### src/rtl/pipeline_ctrl.sv
// Hazard and sequencing controller for the five-stage pipeline: per-cycle advance/hold/bubble
// decisions for each pipeline register, PC update control, and stall/flush performance counters.
module pipeline_ctrl #(
  parameter int unsigned CNT_W       = 16,
  parameter int unsigned MEM_TIMEOUT = 255
) (
  input  logic             Clk,
  input  logic             Rst,
  input  logic [4:0]       IDrs,
  input  logic [4:0]       IDrt,
  input  logic             IDUsesRt,
  input  logic             IDHalt,
  input  logic             EXMemRead,
  input  logic [4:0]       EXrt,
  input  logic             BranchTaken,
  input  logic             MemReq,
  input  logic             MemReady,
  output logic             PCWrite,
  output logic             IFIDEn,
  output logic             IDEXEn,
  output logic             EXMEMEn,
  output logic             MEMWBEn,
  output logic             IFIDFlush,
  output logic             IDEXFlush,
  output logic             EXMEMFlush,
  output logic             Halted,
  output logic             MemErr,
  output logic [CNT_W-1:0] StallCnt,
  output logic [CNT_W-1:0] FlushCnt
);

  localparam int unsigned WaitW = (MEM_TIMEOUT > 1) ? $clog2(MEM_TIMEOUT + 1) : 1;
  localparam logic [WaitW-1:0] TimeoutVal = WaitW'(MEM_TIMEOUT);

  typedef enum logic [1:0] {StRun, StMemWait, StDrain, StHalted} state_e;

  state_e           state_q, state_d;
  logic [1:0]       drain_q, drain_d;
  logic [WaitW-1:0] wait_q, wait_d;
  logic             err_q, err_d;
  logic [CNT_W-1:0] stall_q, stall_d;
  logic [CNT_W-1:0] flush_q, flush_d;
  logic             stall_inc, flush_inc, wait_tick;
  logic             mem_busy, load_use;

  assign mem_busy = MemReq && !MemReady;
  assign load_use = EXMemRead && (EXrt != 5'd0) &&
                    ((EXrt == IDrs) || (IDUsesRt && (EXrt == IDrt)));

  always_comb begin
    PCWrite    = 1'b1;
    IFIDEn     = 1'b1;
    IDEXEn     = 1'b1;
    EXMEMEn    = 1'b1;
    MEMWBEn    = 1'b1;
    IFIDFlush  = 1'b0;
    IDEXFlush  = 1'b0;
    EXMEMFlush = 1'b0;
    Halted     = 1'b0;
    state_d    = state_q;
    drain_d    = drain_q;
    wait_d     = wait_q;
    err_d      = err_q;
    stall_inc  = 1'b0;
    flush_inc  = 1'b0;
    wait_tick  = 1'b0;

    unique case (state_q)
      StRun, StMemWait: begin
        if ((state_q == StMemWait) && !MemReady) begin
          {PCWrite, IFIDEn, IDEXEn, EXMEMEn, MEMWBEn} = '0;
          stall_inc = 1'b1;
          wait_tick = 1'b1;
        end else begin
          state_d = StRun;
          if (mem_busy) begin
            {PCWrite, IFIDEn, IDEXEn, EXMEMEn, MEMWBEn} = '0;
            stall_inc = 1'b1;
            state_d   = StMemWait;
            wait_d    = '0;
          end else if (BranchTaken) begin
            // ID and IF are squashed, so any hazard or HALT seen there is moot.
            IFIDFlush = 1'b1;
            IDEXFlush = 1'b1;
            flush_inc = 1'b1;
          end else if (load_use) begin
            PCWrite   = 1'b0;
            IFIDEn    = 1'b0;
            IDEXFlush = 1'b1;
            stall_inc = 1'b1;
          end else if (IDHalt) begin
            PCWrite   = 1'b0;
            IFIDFlush = 1'b1;
            state_d   = StDrain;
            drain_d   = 2'd3;
          end
        end
      end
      StDrain: begin
        PCWrite = 1'b0;
        IFIDEn  = 1'b0;
        if (mem_busy) begin
          {IDEXEn, EXMEMEn, MEMWBEn} = '0;
          stall_inc = 1'b1;
          wait_tick = 1'b1;
        end else begin
          wait_d  = '0;
          drain_d = (drain_q == 2'd0) ? 2'd0 : drain_q - 2'd1;
          if (drain_q <= 2'd1) begin
            state_d = StHalted;
          end
        end
      end
      StHalted: begin
        {PCWrite, IFIDEn, IDEXEn, EXMEMEn, MEMWBEn} = '0;
        Halted = 1'b1;
      end
      default: state_d = StRun;
    endcase

    if (wait_tick) begin
      wait_d = (wait_q == TimeoutVal) ? wait_q : wait_q + WaitW'(1);
      if (wait_d == TimeoutVal) begin
        err_d = 1'b1;
      end
    end

    stall_d = (stall_inc && (stall_q != '1)) ? stall_q + CNT_W'(1) : stall_q;
    flush_d = (flush_inc && (flush_q != '1)) ? flush_q + CNT_W'(1) : flush_q;

    // Under reset every register loads a bubble and nothing reaches write-back.
    if (Rst) begin
      PCWrite    = 1'b0;
      IFIDEn     = 1'b1;
      IDEXEn     = 1'b1;
      EXMEMEn    = 1'b1;
      MEMWBEn    = 1'b0;
      IFIDFlush  = 1'b1;
      IDEXFlush  = 1'b1;
      EXMEMFlush = 1'b1;
      Halted     = 1'b0;
    end
  end

  always_ff @(posedge Clk) begin
    if (Rst) begin
      state_q <= StRun;
      drain_q <= 2'd0;
      wait_q  <= '0;
      err_q   <= 1'b0;
      stall_q <= '0;
      flush_q <= '0;
    end else begin
      state_q <= state_d;
      drain_q <= drain_d;
      wait_q  <= wait_d;
      err_q   <= err_d;
      stall_q <= stall_d;
      flush_q <= flush_d;
    end
  end

  assign MemErr   = err_q;
  assign StallCnt = stall_q;
  assign FlushCnt = flush_q;

endmodule

### config.mk
export PLATFORM = sky130hd
export DESIGN_NAME = pipeline_ctrl
export DESIGN_NICKNAME = d
export VERILOG_FILES = /design/src/rtl/pipeline_ctrl.sv
export SDC_FILE = /design/constraint.sdc
export NUM_CORES = 1
export LEC_CHECK = 0
export BUFFER_PORTS_ARGS = -buffer_cell sky130_fd_sc_hd__clkbuf_2
export CAP_MARGIN = 10
export CORE_UTILIZATION = 45
export CTS_CLUSTER_SIZE = 28
export DETAILED_ROUTE_END_ITERATION = 10
export GPL_TIMING_DRIVEN = 0
export PLACE_DENSITY = 0.67
export SETUP_SLACK_MARGIN = 0.05
export SLEW_MARGIN = 40
export SYNTH_ARGS = -nofsm -noshare
export SYNTH_HDL_FRONTEND = slang
export SYNTH_SLANG_ARGS = --single-unit
### constraint.sdc
create_clock -name Clk -period 4.36 [get_ports Clk]
set_input_delay 0.872 -clock Clk [delete_from_list [all_inputs] [get_ports Clk]]
set_output_delay 0.872 -clock Clk [all_outputs]
set_load 0.05 [all_outputs]
==> run metrics <==
Synth area leader dfxtp_1; Nets 407; outcome complete, no violations; remaining routing DRC violations 0; 1st-iter DRT viols 160; vias per cell 5.427; GRT Residual Overflow 0; startpoint of the worst hold path MemErr; max-slew violation count 0; via count 2464; TritonCTS buffer count 5; hold buffer count at cts 0; Max Freq 282.0 MHz; gr usage total 0.2115; CP Max Fanout 3; Reg2Reg Launch Point StallCnt[0]; ys async rst share 0; Syn Nets 336; TritonCTS sink count 45; period utilisation layout 0.8133; yosys warns 0; Hold Path End MemErr; sequential area share after synthesis 0.3536; EDFF count, synth 0; HPWL after DPL 4437 um; Max Cap Viol 0; total design power 0.8230 mW; Placer Congestion 0.8455; Syn Inst Count 310; Worst Path Required 3.49 ns; Longest Clk Path Bufs 2; clock root cell clkbuf_8; clock latency on the worst-skew pair 0.30 ns; initial antenna violation count 0; setup_tns 0 ns; Initial Utilization 0.4655; Final Hold Fails 0; CTS tree done; Max VDD drop 0.1471 mV; postcts setup bufs 0; crit start category primary input; syn_area_per_cell 8.218 um2; Syn Std Cell Area 2547 um2; vias in the first global route 2201; hold path depth 2; Setup CP Type primary input to primary output; crit end category primary output; Critical Path AT 2.67 ns; worst slew pin tran 0.6156 ns; first-pass GRT wire length 10190 um; CTS H-Tree Depth 2; Final setup viols 0; Clock Skew 0.009260 ns; cts repair resizes 0; DR pass1 iterations 4; die extent in y 77.24 um; die span in x 77.24 um; Crit Reg-Reg Endpoint StallCnt[1]; core area 5473 um2; Synth area leaders dfxtp_1 35%, nor2_1 5.5%, xor2_1 5.2%; most frequent cells after synthesis 45 x dfxtp_1, 37 x nor2_1, 24 x nand3_1; share of cells above drive strength 1 0.2277; FILL cells 572; Antenna diodes 0; dpl ws 0.8067 ns; Worst-path clk slew 0.08 ns; port bufs 64; Reg2Reg Depth 8; ys flop type dfxtp_1; Lkg Pwr 1.191 nW; top-area cell type share of the netlist area 0.3536; full die area 5966 um2; Avg WL per Cell 13.21 um; min Tclk post-route 3.546 ns; DRT antenna net count 0; Netlist cell types 50; Synth Register Bits 45; RSZ-0062 raised after global routing false; Routed WL 5999 um; count leader, synth dfxtp_1; I/O pins 65; PwrDens 270.9 nW/um2; row count 27; FF-to-FF setup slack 2.20 ns; Syn-to-layout area delta 19.25%; Hold Path Class register to register; worst slew margin relative to its limit 0.5877; setup ws final 0.8142 ns; pin count of the biggest net entering global routing 13
==> layout make-up <==
cell class,count,area (um2),share of cell area
Buffer,14,80.08,0.02636
Clock buffer,8,80.08,0.02636
Inverter,8,30.03,0.009885
Multi-Input combinational cell,243,1536,0.5058
Sequential cell,45,900.9,0.2965
Tap cell,72,90.09,0.02965
Timing Repair Buffer,64,320.3,0.1054
==> report_power, final <==
group,internal [mW],switching [mW]
Sequential,0.418,0.00944
Clock,0.114,0.139
Combinational,0.0490,0.0938
Total,0.581,0.242
==> registers in the layout, indices dropped and copies added (netlist names) <==
signal	flops
FlushCnt	16
drain_q	2
StallCnt	16
MemErr	1
wait_q	8
state_q	2
==> worst max path at each step <==
| stage | slack [ns] | from | endpoint |
|---|---|---|---|
| finish | 0.81 | EXrt[1] | PCWrite |
| global route | 0.71 | EXrt[1] | PCWrite |
| CTS | 0.80 | EXrt[1] | PCWrite |
| detailed placement | 0.81 | EXrt[1] | PCWrite |
| global placement | 0.81 | EXrt[1] | PCWrite |
| floorplan | 0.47 | EXrt[1] | PCWrite |
==> critical path, cell delays in order <==
cell and delay, ns:
clkbuf_2 0.11, or4_1 0.55, o21ai_2 0.20, inv_1 0.08
nand2_1 0.11, o21ai_0 0.13, nor3b_1 0.29, clkbuf_2 0.33
==> cell usage in the layout, fill, tap and decap left out, types with 2 or more instances in the layout <==
| cell | netlist | final |
|---|---|---|
| ha_1 | 3 | 3 |
| nand4_1 | 7 | 7 |
| a211oi_1 | 5 | 5 |
| nor3b_1 | 4 | 4 |
| nand2_1 | 19 | 19 |
| clkbuf_2 | 0 | 64 |
| a31oi_1 | 4 | 4 |
| nand2b_1 | 8 | 8 |
| clkbuf_1 | 9 | 12 |
| a311oi_1 | 2 | 2 |
| mux2_2 | 3 | 3 |
| nor2b_1 | 5 | 5 |
| nor4_1 | 3 | 3 |
| dfxtp_1 | 45 | 45 |
| nor2_1 | 37 | 37 |
| and4_1 | 5 | 5 |
| xor2_1 | 15 | 15 |
| o31ai_1 | 5 | 5 |
| clkbuf_8 | 0 | 5 |
| nand3_1 | 24 | 24 |
| or4_1 | 3 | 3 |
| or3_1 | 6 | 6 |
| buf_4 | 2 | 2 |
| mux2_4 | 2 | 2 |
| and3_1 | 7 | 7 |
| and2_1 | 3 | 3 |
| o21ai_1 | 6 | 6 |
| nor3_1 | 5 | 5 |
| nor3_2 | 2 | 2 |
| a21o_1 | 2 | 2 |
| inv_1 | 8 | 8 |
| mux2i_1 | 3 | 3 |
| a21oi_1 | 20 | 20 |
| o21ai_0 | 7 | 7 |
| o21bai_1 | 3 | 3 |
| xnor2_1 | 12 | 12 |
==> per-stage QoR <==
step | hold WS, ns | cell area, um2 | cells | util
floorplan | 0.4647 | 2547 | 310 | -
CTS | 0.4799 | 3038 | 454 | 0.5551
global placement | 0.4701 | 2958 | 446 | 0.5405
detailed placement | 0.4674 | 2958 | 446 | 0.5405
finish | 0.4756 | 3038 | 454 | 0.5551
global route | 0.5093 | 3038 | 454 | 0.5551
==> cell families (layout without fill, tap and decap cells) <==
kind of cell	Yosys count	count (layout)	share of synthesized area
multiplexers	8	8	0.03684
adder cells (fa/ha/maj)	3	3	0.01474
buffers and inverters	22	94	0.04322
flip-flops	45	45	0.3536
AO/OA/AOI/OAI	66	66	0.1744
XOR/XNOR	27	27	0.09283
AND/OR/NAND/NOR	139	139	0.2844
==> routing by layer <==
layer | track usage | vias to the layer above | share of wire
li1 | - | 1254 | -
met1 | 0.2772 | 1152 | 0.49
met2 | 0.3478 | 51 | 0.46
met3 | 0.03929 | 7 | 0.039
met4 | 0.06792 | 0 | 0.013
met5 | 0 | - | 0
Power figures use the tool's default switching activity.
